$ cat config.mk
export PLATFORM = sky130hd
export DESIGN_NAME = pifo_reg_slots
export DESIGN_NICKNAME = d
export VERILOG_FILES = /design/src/rtl/pifo_reg_slots_pkg.sv /design/src/rtl/pifo_free_slot_enc.sv /design/src/rtl/pifo_reg_slots.sv
export SDC_FILE = /design/constraint.sdc
export NUM_CORES = 1
export LEC_CHECK = 0
export CAP_MARGIN = 20
export CORE_MARGIN = 5
export CORE_UTILIZATION = 56
export DETAILED_ROUTE_END_ITERATION = 6
export PLACE_DENSITY = 0.85
export RECOVER_POWER = 100
export SETUP_SLACK_MARGIN = 0.05
export SLEW_MARGIN = 20
export SYNTH_ARGS = -nofsm -noshare
export SYNTH_HDL_FRONTEND = slang
export SYNTH_SLANG_ARGS = --single-unit
$ cat constraint.sdc
create_clock -name clk -period 7.6 [get_ports clk]
set_input_delay 2.28 -clock clk [delete_from_list [all_inputs] [get_ports clk]]
set_output_delay 2.28 -clock clk [all_outputs]
set_load 0.02 [all_outputs]
$ cat src/rtl/pifo_reg_slots_pkg.sv
// Shared PIFO register definitions: default geometry and slot-field slicing helpers,
// used by the slot storage and by the downstream min-reduction tree.
package pifo_reg_slots_pkg;

    localparam int PIFO_REG_WIDTH  = 4;
    localparam int PIFO_IDX_WIDTH  = 2;
    localparam int PIFO_DATA_WIDTH = 8;
    localparam int PIFO_META_WIDTH = 16;

    // Lowest bit of slot i's field inside a flattened vector of w-bit fields.
    function automatic int slot_lsb(input int i, input int w);
        return i * w;
    endfunction

endpackage

$ cat src/rtl/pifo_free_slot_enc.sv
// Lowest-free-slot priority encoder: picks the lowest set bit of free_mask.
module pifo_free_slot_enc #(
    parameter int REG_WIDTH = 4,
    parameter int IDX_WIDTH = 2
) (
    input  logic [REG_WIDTH-1:0] free_mask,
    output logic [IDX_WIDTH-1:0] free_idx,
    output logic                 any_free
);

    // Scan from the top so the lowest free index wins.
    always_comb begin
        free_idx = '0;
        any_free = 1'b0;
        for (int i = REG_WIDTH - 1; i >= 0; i--) begin
            if (free_mask[i]) begin
                free_idx = IDX_WIDTH'(i);
                any_free = 1'b1;
            end
        end
    end

endmodule

$ cat src/rtl/pifo_reg_slots.sv
// PIFO register slot storage: inserts go to the lowest free slot, removals are by
// slot index. Exports flattened rank/index/valid vectors for the min-reduction tree.
//
// Handshakes: an insert is accepted on a cycle where ins_valid && ins_ready; ins_ready
// depends only on registered state. A removal is a single-cycle rem_req pulse; its result
// appears the following cycle as a one-cycle rem_valid (hit) or rem_err (empty slot) pulse.
module pifo_reg_slots
    import pifo_reg_slots_pkg::*;
#(
    parameter int REG_WIDTH  = PIFO_REG_WIDTH,
    parameter int IDX_WIDTH  = PIFO_IDX_WIDTH,
    parameter int DATA_WIDTH = PIFO_DATA_WIDTH,
    parameter int META_WIDTH = PIFO_META_WIDTH
) (
    input  logic                            clk,
    input  logic                            rst,
    input  logic                            ins_valid,
    output logic                            ins_ready,
    input  logic [DATA_WIDTH-1:0]           ins_rank,
    input  logic [META_WIDTH-1:0]           ins_meta,
    input  logic                            rem_req,
    input  logic [IDX_WIDTH-1:0]            rem_idx,
    output logic                            rem_valid,
    output logic                            rem_err,
    output logic [DATA_WIDTH-1:0]           rem_rank,
    output logic [META_WIDTH-1:0]           rem_meta,
    output logic [REG_WIDTH*DATA_WIDTH-1:0] slot_data,
    output logic [REG_WIDTH*IDX_WIDTH-1:0]  slot_idx,
    output logic [REG_WIDTH-1:0]            slot_vld,
    output logic [IDX_WIDTH:0]              count,
    output logic                            full,
    output logic                            empty
);

    localparam logic [IDX_WIDTH:0] CNT_FULL = (IDX_WIDTH + 1)'(REG_WIDTH);
    localparam logic [IDX_WIDTH:0] CNT_ONE  = (IDX_WIDTH + 1)'(1);

    logic [DATA_WIDTH-1:0] rank_q [REG_WIDTH];
    logic [META_WIDTH-1:0] meta_q [REG_WIDTH];
    logic [REG_WIDTH-1:0]  vld_q;
    logic [REG_WIDTH-1:0]  vld_next;
    logic [IDX_WIDTH:0]    count_q;
    logic [IDX_WIDTH:0]    count_next;
    logic                  full_q;
    logic                  empty_q;
    logic                  rem_valid_q;
    logic                  rem_err_q;
    logic [DATA_WIDTH-1:0] rem_rank_q;
    logic [META_WIDTH-1:0] rem_meta_q;

    logic [IDX_WIDTH-1:0]  free_idx;
    logic                  any_free;
    logic                  accept;
    logic                  rem_hit;

    // Free slot is chosen from pre-edge valids, so a slot freed this cycle is not reused.
    pifo_free_slot_enc #(
        .REG_WIDTH(REG_WIDTH),
        .IDX_WIDTH(IDX_WIDTH)
    ) u_free_enc (
        .free_mask(~vld_q),
        .free_idx (free_idx),
        .any_free (any_free)
    );

    assign ins_ready = ~full_q;
    assign accept    = ins_valid & ins_ready & any_free;
    assign rem_hit   = rem_req & vld_q[rem_idx];

    // Next occupancy: clear the removed slot, set the inserted one (never the same slot).
    always_comb begin
        vld_next = vld_q;
        if (rem_hit) vld_next[rem_idx] = 1'b0;
        if (accept)  vld_next[free_idx] = 1'b1;
    end

    // Occupancy count moves only when exactly one of insert/remove happens.
    always_comb begin
        count_next = count_q;
        if (accept && !rem_hit)      count_next = count_q + CNT_ONE;
        else if (!accept && rem_hit) count_next = count_q - CNT_ONE;
    end

    // Slot payload storage; removed slots keep stale contents.
    always_ff @(posedge clk) begin
        if (rst) begin
            for (int i = 0; i < REG_WIDTH; i++) begin
                rank_q[i] <= '0;
                meta_q[i] <= '0;
            end
        end else if (accept) begin
            rank_q[free_idx] <= ins_rank;
            meta_q[free_idx] <= ins_meta;
        end
    end

    // Occupancy vector, count and the registered full/empty flags.
    always_ff @(posedge clk) begin
        if (rst) begin
            vld_q   <= '0;
            count_q <= '0;
            full_q  <= 1'b0;
            empty_q <= 1'b1;
        end else begin
            vld_q   <= vld_next;
            count_q <= count_next;
            full_q  <= (count_next == CNT_FULL);
            empty_q <= (count_next == '0);
        end
    end

    // Removal response: pulses for one cycle, rank/meta hold between hits.
    always_ff @(posedge clk) begin
        if (rst) begin
            rem_valid_q <= 1'b0;
            rem_err_q   <= 1'b0;
            rem_rank_q  <= '0;
            rem_meta_q  <= '0;
        end else begin
            rem_valid_q <= rem_hit;
            rem_err_q   <= rem_req & ~rem_hit;
            if (rem_hit) begin
                rem_rank_q <= rank_q[rem_idx];
                rem_meta_q <= meta_q[rem_idx];
            end
        end
    end

    // Flatten slot fields for the tree's first stage.
    for (genvar g = 0; g < REG_WIDTH; g++) begin : g_flat
        assign slot_data[slot_lsb(g, DATA_WIDTH) +: DATA_WIDTH] = rank_q[g];
        assign slot_idx[slot_lsb(g, IDX_WIDTH) +: IDX_WIDTH]    = IDX_WIDTH'(g);
    end

    assign slot_vld  = vld_q;
    assign count     = count_q;
    assign full      = full_q;
    assign empty     = empty_q;
    assign rem_valid = rem_valid_q;
    assign rem_err   = rem_err_q;
    assign rem_rank  = rem_rank_q;
    assign rem_meta  = rem_meta_q;

    // Count can never grow past capacity because ins_ready gates inserts when full.
    a_no_overflow: assert property (@(posedge clk) disable iff (rst)
        !(accept && !rem_hit && count_q == CNT_FULL));

    // Registered full flag always agrees with the count.
    a_full_consistent: assert property (@(posedge clk) disable iff (rst)
        full_q == (count_q == CNT_FULL));

endmodule
==> results by group, run 1 <==
Global routing
  – Initial antenna violation count: 0
  – Largest net degree at the start of global routing: 49
  – Vias in the first global route: between 3,000 and 4,000
  – GRT overflow: 0
  – GRT Util Overall: 0.237
  – First-pass GRT wire length: approximately 21 mm

Routing
  – DRT Pass-1 Iters: 6
  – Remaining DRCs: 0
  – DR iter-0 viols: 260
  – Wire per inst: ~20 um
  – Vias per inst: approximately 5.7
  – Vias: 3,757
  – Final wirelength: between 10 and 15 mm
  – ANT nets after route: 0

Setup path
  – Startpoint types: primary input
  – Worst Path Max Fanout: 37
  – Flop2flop setup slack: 4.51 ns
  – CP endpoint kind: register
  – Setup Crit Path Kind: in -> reg
  – Worst EP arrival: 5.94 ns
  – Worst path required time: 7.71 ns

Timing
  – Post-route minimum period: 5.84 ns
  – Hold Slack: approximately 0.45 ns
  – Skew final: between 0.01 and 0.015 ns
  – Fin crit share: 0.768
  – Pins Over Slew Limit: 193
  – # setup viols final: 0
  – RSZ-0062 raised after global routing: false
  – Fmax achieved: around 170 MHz
  – Max-slew headroom: -0.597
  – Final Hold Viols: 0
  – Setup TNS Final: 0 ns
  – Worst setup margin: 1.76 ns
  – Worst-margin pin slew: 2.40 ns

Placed design
  – Hpwl dp: 8.02 mm
  – Placed cell count: 628
  – Place WS: about 2.9 ns
  – Routability Congestion: 0.727
  – Port-buffer cells: between 90 and 100
  – Placed cell areas: around 6700 sq um

Status
  – Failing checks: capacitance limit, slew limit
  – Status: finished with violations

Yosys
  – EDFF count, synth: 96
  – Register area share after synthesis: 0.637
  – Post-synthesis cell count: 417
  – Post-synth ARST share: 0
  – Top cell type's share of synthesized area: 0.512
  – Avg Inst Size Synth: 13.5 sq um
  – Unique masters post-synth: 42
  – Yosys Warn Count: 0
  – Top_reg_cell synth: edfxtp_1
  – Cell taking the most area after synthesis: edfxtp_1
  – Synthesized area: 5630 sq um
  – Ranking of synthesized cells by area: edfxtp_1 (51%), dfxtp_1 (12%), mux4_2 (9.6%), and2_1 (6.4%), nand2_1 (3.5%)
  – Seq cells post-synth: 131

Final layout
  – Final std cell area, no fill: about 7300 sq um
  – Layout area overhead: 28.8%
  – N_diodes: 0
  – Final Net Count: 546
  – Share of cells above drive strength 1: 0.157
  – Layout Cells excl Fill: 660

Floorplanning
  – Core box area: about 10000 sq um
  – I/O pin cnt: between 100 and 150
  – Die height: 110 um
  – Site row count: 36
  – Die X: ~110 um
  – Initial core utilization: 0.576
  – Die area: around 12,000 sq um

Clock network
  – CTS tree: done
  – Inserted Clock Buffers: 17
  – CTS root buf: clkbuf_8
  – Post-CTS Resized: 0
  – Clock slew at reported path FFs: 0.06 ns
  – Clk sink count: 131
  – CTS Buffer Depth: 2
  – Post-CTS setup buffers: 0
  – Clk_lat worst skew: ~0.52 ns
  – CTS H-tree depth: 4
  – CTS Hold Bufs: 0

Power
  – Cell area power density: 255 nW/um^2
  – Peak VDD IR: 0.179 mV
  – Leak: ~2.8 nW

Job
  – Maxcap violations: 6

Min path
  – Worst hold path class: reg -> reg
-- area by class of cell --
| type | count | area (sq um) |
|---|---|---|
| flip-flops and latches | 131 | 3580 |
| fillers | 633 | 2520 |
| multi-input cells | 254 | 1880 |
| repair buffers | 106 | 1010 |
| clock buffers | 19 | 432 |
| well taps | 133 | 166 |
| clock inverters | 13 | 160 |
| inverters | 4 | 15.0 |
-- worst paths after layout --
check / cells after the start / endpoint / start
min reg2reg: 2 / rem_rank[6] / rem_rank[6]
min: 2 / rem_rank[6] / rem_rank[6]
max: 5 / meta_q[2][4] / rst
max reg2reg: 3 / meta_q[3][7] / slot_vld[0]
-- kinds of logic (layout without fill, tap and decap cells) --
group,after synthesis,in the layout,share of synthesized area
other,2,8,0.00133
AND/OR/NAND/NOR,173,173,0.170
adder cells (fa/ha/maj),3,3,0.00645
flip-flops,131,131,0.637
buffers and inverters,38,142,0.0342
multiplexers,28,28,0.103
XOR/XNOR,3,3,0.00467
AO/OA/AOI/OAI,39,39,0.0434
-- layout by cell type (no fill, tap or decap), types with 2 or more instances in the layout --
cell             Yosys  final
a21oi_1             27     27
and2_0               0     40
and2_1              58     18
and2_2              14     14
and3_1              25     25
buf_4               10      3
bufinv_16            0      3
clkbuf_1            18      8
clkbuf_16            0     16
clkbuf_8             0      2
clkdlybuf4s50_1      0     27
clkinv_2             0      2
clkinv_4             0      3
clkinvlp_4           0      4
conb_1               2      8
dfxtp_1             35     35
dlygate4sd3_1        0     69
edfxtp_1            96     96
ha_1                 2      2
inv_1                4      4
mux2i_1              3      3
mux4_2              24     24
nand2_1             53     53
nand2b_1             2      2
nand3_1              2      2
nand4_1              2      2
nor2_1               7      5
nor2_2               0      2
nor3_1               2      2
o21ai_0              3      2
xnor2_1              3      3
-- metrics by stage --
step	power, mW	utilization
after floorplan	0.970	-
after global placement	1.05	0.687
final	1.85	0.742
after detailed placement	1.06	0.687
after global routing	1.91	0.742
after CTS	1.87	0.747
-- worst max-delay path, cell delays in order --
cell and delay [ns]:
dlygate4sd3_1 0.52, clkbuf_1 1.29, inv_1 0.47, o31ai_4 0.15, clkbuf_1 1.21
-- synthesized netlist by cell type, types with 2 or more instances --
| library cell | instances |
|---|---|
| edfxtp_1 | 96 |
| and2_1 | 58 |
| nand2_1 | 53 |
| dfxtp_1 | 35 |
| a21oi_1 | 27 |
| and3_1 | 25 |
| mux4_2 | 24 |
| clkbuf_1 | 18 |
| and2_2 | 14 |
| buf_4 | 10 |
| nor2_1 | 7 |
| buf_2 | 4 |
| inv_1 | 4 |
| mux2i_1 | 3 |
| o21ai_0 | 3 |
| xnor2_1 | 3 |
| conb_1 | 2 |
| ha_1 | 2 |
| nand2b_1 | 2 |
| nand3_1 | 2 |
| nand4_1 | 2 |
| nor3_1 | 2 |
| or2_2 | 2 |
-- routing by layer --
layer / part of all wire / up-vias / track usage / wire, um
met5: 0 / - / 0 / 0
met1: 0.36 / 1886 / 0.278 / 4870
met3: 0.074 / 18 / 0.0513 / 1000
li1: - / 1691 / - / -
met4: 0.014 / 0 / 0.0906 / 183
met2: 0.55 / 162 / 0.425 / 7430
-- power by group --
part	switching [mW]	internal, mW
sequential	0.0214	0.815
combinational	0.115	0.0862
clock	0.304	0.507
total	0.440	1.41
-- sequential cells by signal, summed over array words and instances (netlist names) --
signal,cells
rank_q,32
rem_err,1
rem_meta,16
rem_valid,1
full,1
count,3
meta_q,64
slot_vld,4
rem_rank,8
empty,1
No activity file was read; power rests on OpenSTA's default activity.
==> run 2, diff against run 1 <==
--- a/config.mk
+++ b/config.mk
@@ -7,9 +7,9 @@
 export LEC_CHECK = 0
 export CAP_MARGIN = 20
 export CORE_MARGIN = 5
-export CORE_UTILIZATION = 56
+export CORE_UTILIZATION = 52
 export DETAILED_ROUTE_END_ITERATION = 6
-export PLACE_DENSITY = 0.85
+export PLACE_DENSITY = 0.8
 export RECOVER_POWER = 100
 export SETUP_SLACK_MARGIN = 0.05
 export SLEW_MARGIN = 20
==> constraint.sdc (replaced) <==
create_clock -name clk -period 5.7 [get_ports clk]
set_input_delay 1.71 -clock clk [delete_from_list [all_inputs] [get_ports clk]]
set_output_delay 1.71 -clock clk [all_outputs]
set_load 0.02 [all_outputs]
==> results by group, run 2 (synthesized netlist as in run 1, its figures left out) <==
Power
  – Pwr Total: 2.43 mW
  – Peak VDD IR: 0.220 mV
  – Leak: 2.80 nW
  – Cell area power density: 335 nW/um^2

Floorplanning
  – Die X: 114 um
  – I/O pin cnt: 106
  – Die area: 13,000 sq um
  – Core box area: 10,700 sq um
  – Site row count: 38
  – Initial core utilization: 0.524
  – Die height: ~110 um

Setup path
  – Startpoint types: primary input
  – Worst EP arrival: 4.79 ns
  – Max incr delay on CP: 1.30 ns
  – CP Cell Sequence: dlygate4sd3_1 > clkbuf_1 > inv_1 > o21ai_2 > clkbuf_2
  – CP endpoint kind: register
  – Worst path required time: 5.84 ns
  – WP buf/inv: 4
  – Slowest cell on crit path: clkbuf_1
  – Setup Crit Path Kind: in -> reg
  – Worst Path Max Fanout: 37
  – Critical path's top delay family: buffers and inverters

Final layout
  – Layout area overhead: 28.7%
  – Share of cells above drive strength 1: 0.155
  – Max reg flops: 64
  – Top reg by flops: meta_q
  – Final Net Count: 547
  – Commonest cells after routing, fill and taps aside: edfxtp_1 (96), dlygate4sd3_1 (70), nand2_1 (53)
  – N_diodes: 0
  – Most common cell after layout, fill and taps aside: edfxtp_1

Global routing
  – GR Util met1: 0.270
  – Largest net degree at the start of global routing: just under 50
  – Met3 GRT Util: 0.0568
  – Met2 usage: 0.359
  – Vias in the first global route: 3,900
  – Top Usage Layer GRT: met2
  – GRT overflow: 0
  – First-pass GRT wire length: ~21 mm
  – Initial antenna violation count: 0
  – GRT Util Overall: 0.218

Timing
  – Skew final: 0.00899 ns
  – Fin crit share: 0.816
  – Pins Over Slew Limit: 87
  – # setup viols final: 0
  – Final Hold Viols: 0
  – RSZ-0062 raised after global routing: false
  – Setup TNS Final: 0 ns
  – Worst setup margin: 1.05 ns
  – Max-slew headroom: -0.221
  – Post-route minimum period: 4.65 ns
  – Worst-margin pin slew: ~1.8 ns
  – Fmax achieved: 215 MHz

Clock network
  – Clk_lat worst skew: 0.51 ns
  – Post-CTS Resized: 0
  – CTS Buffer Depth: 2
  – Clk sink count: between 100 and 150
  – Post-CTS setup buffers: 0
  – CTS Hold Bufs: 0
  – Inserted Clock Buffers: 17
  – Clock slew at reported path FFs: 0.06 ns
  – CTS root buf: clkbuf_8
  – CTS tree: done
  – CTS H-tree depth: 4

Status
  – Failing checks: capacitance limit, slew limit
  – Status: finished with violations

Routing
  – DRT Pass-1 Iters: 5
  – Remaining DRCs: 0
  – Wire per inst: between 20 and 25 um
  – ANT nets after route: 0
  – Vias: 3,699
  – DR iter-0 viols: about 300
  – Vias per inst: 5.54
  – Final wirelength: 13.5 mm

Placed design
  – Hpwl dp: 8.22 mm
  – Port-buffer cells: 97
  – Routability Congestion: 0.769
  – Place WS: 1.50 ns

Job
  – Maxcap violations: 2

Min path
  – Worst hold path class: reg -> reg
==> run 2: cell types whose count changed in the layout (fill, tap and decap cells not counted), sizes merged <==
cell           previous run  this run
clkdlybuf4s50            27        26
dlygate4sd3              69        70
clkinvlp                  4         3
buf                       3         5
==> run 2: final timing paths <==
| kind | startpoint | end | slack (ns) | cells after the start |
|---|---|---|---|---|
| hold / removal | rem_rank[6] | rem_rank[6] | 0.45 | 2 |
| hold reg to reg | rem_rank[6] | rem_rank[6] | 0.45 | 2 |
| setup reg to reg | slot_vld[2] | rem_meta[8] | 2.82 | 5 |
| setup / recovery | rst | meta_q[0][4] | 1.05 | 5 |
==> run 2: routing by layer <==
| layer | wire (um) | share of wire |
|---|---|---|
| met1 | 5360 | 0.40 |
| met5 | 0 | 0 |
| met3 | 923 | 0.069 |
| met4 | 275 | 0.020 |
| met2 | 6920 | 0.51 |
==> run 2: report_power, final <==
group | switching (mW) | leakage, nW | internal [mW] | total [mW]
Clock | 0.382 | 0.267 | 0.658 | 1.04
Sequential | 0.0294 | 1.29 | 1.09 | 1.12
Combinational | 0.155 | 1.24 | 0.114 | 0.269
Total | 0.567 | 2.80 | 1.86 | 2.43
==> run 2: final cells by class <==
cell class                 count  area (sq um)
sequential                   131          3580
fill                         780          3500
multi-input combinational    254          1880
timing repair buffer         107          1020
clock buffer                  20           425
tap                          140           175
clock inverter                12           139
inverter                       4          15.0
==> run 2: tightest hold or removal path, cell delays in order, from the launching register on <==
cell and delay [ns]:
dfxtp_1 0.30, nand2_1 0.05, a21oi_1 0.05
==> run 2: through the flow <==
step / hold slack [ns] / cells / instance area, sq um / utilization
floorplan: 0.530 / 423 / 5650 / -
global placement: 0.438 / 636 / 6730 / 0.626
detailed placement: 0.446 / 636 / 6730 / 0.626
CTS: 0.453 / 668 / 7290 / 0.679
global route: 0.463 / 668 / 7240 / 0.674
finish: 0.446 / 668 / 7240 / 0.674
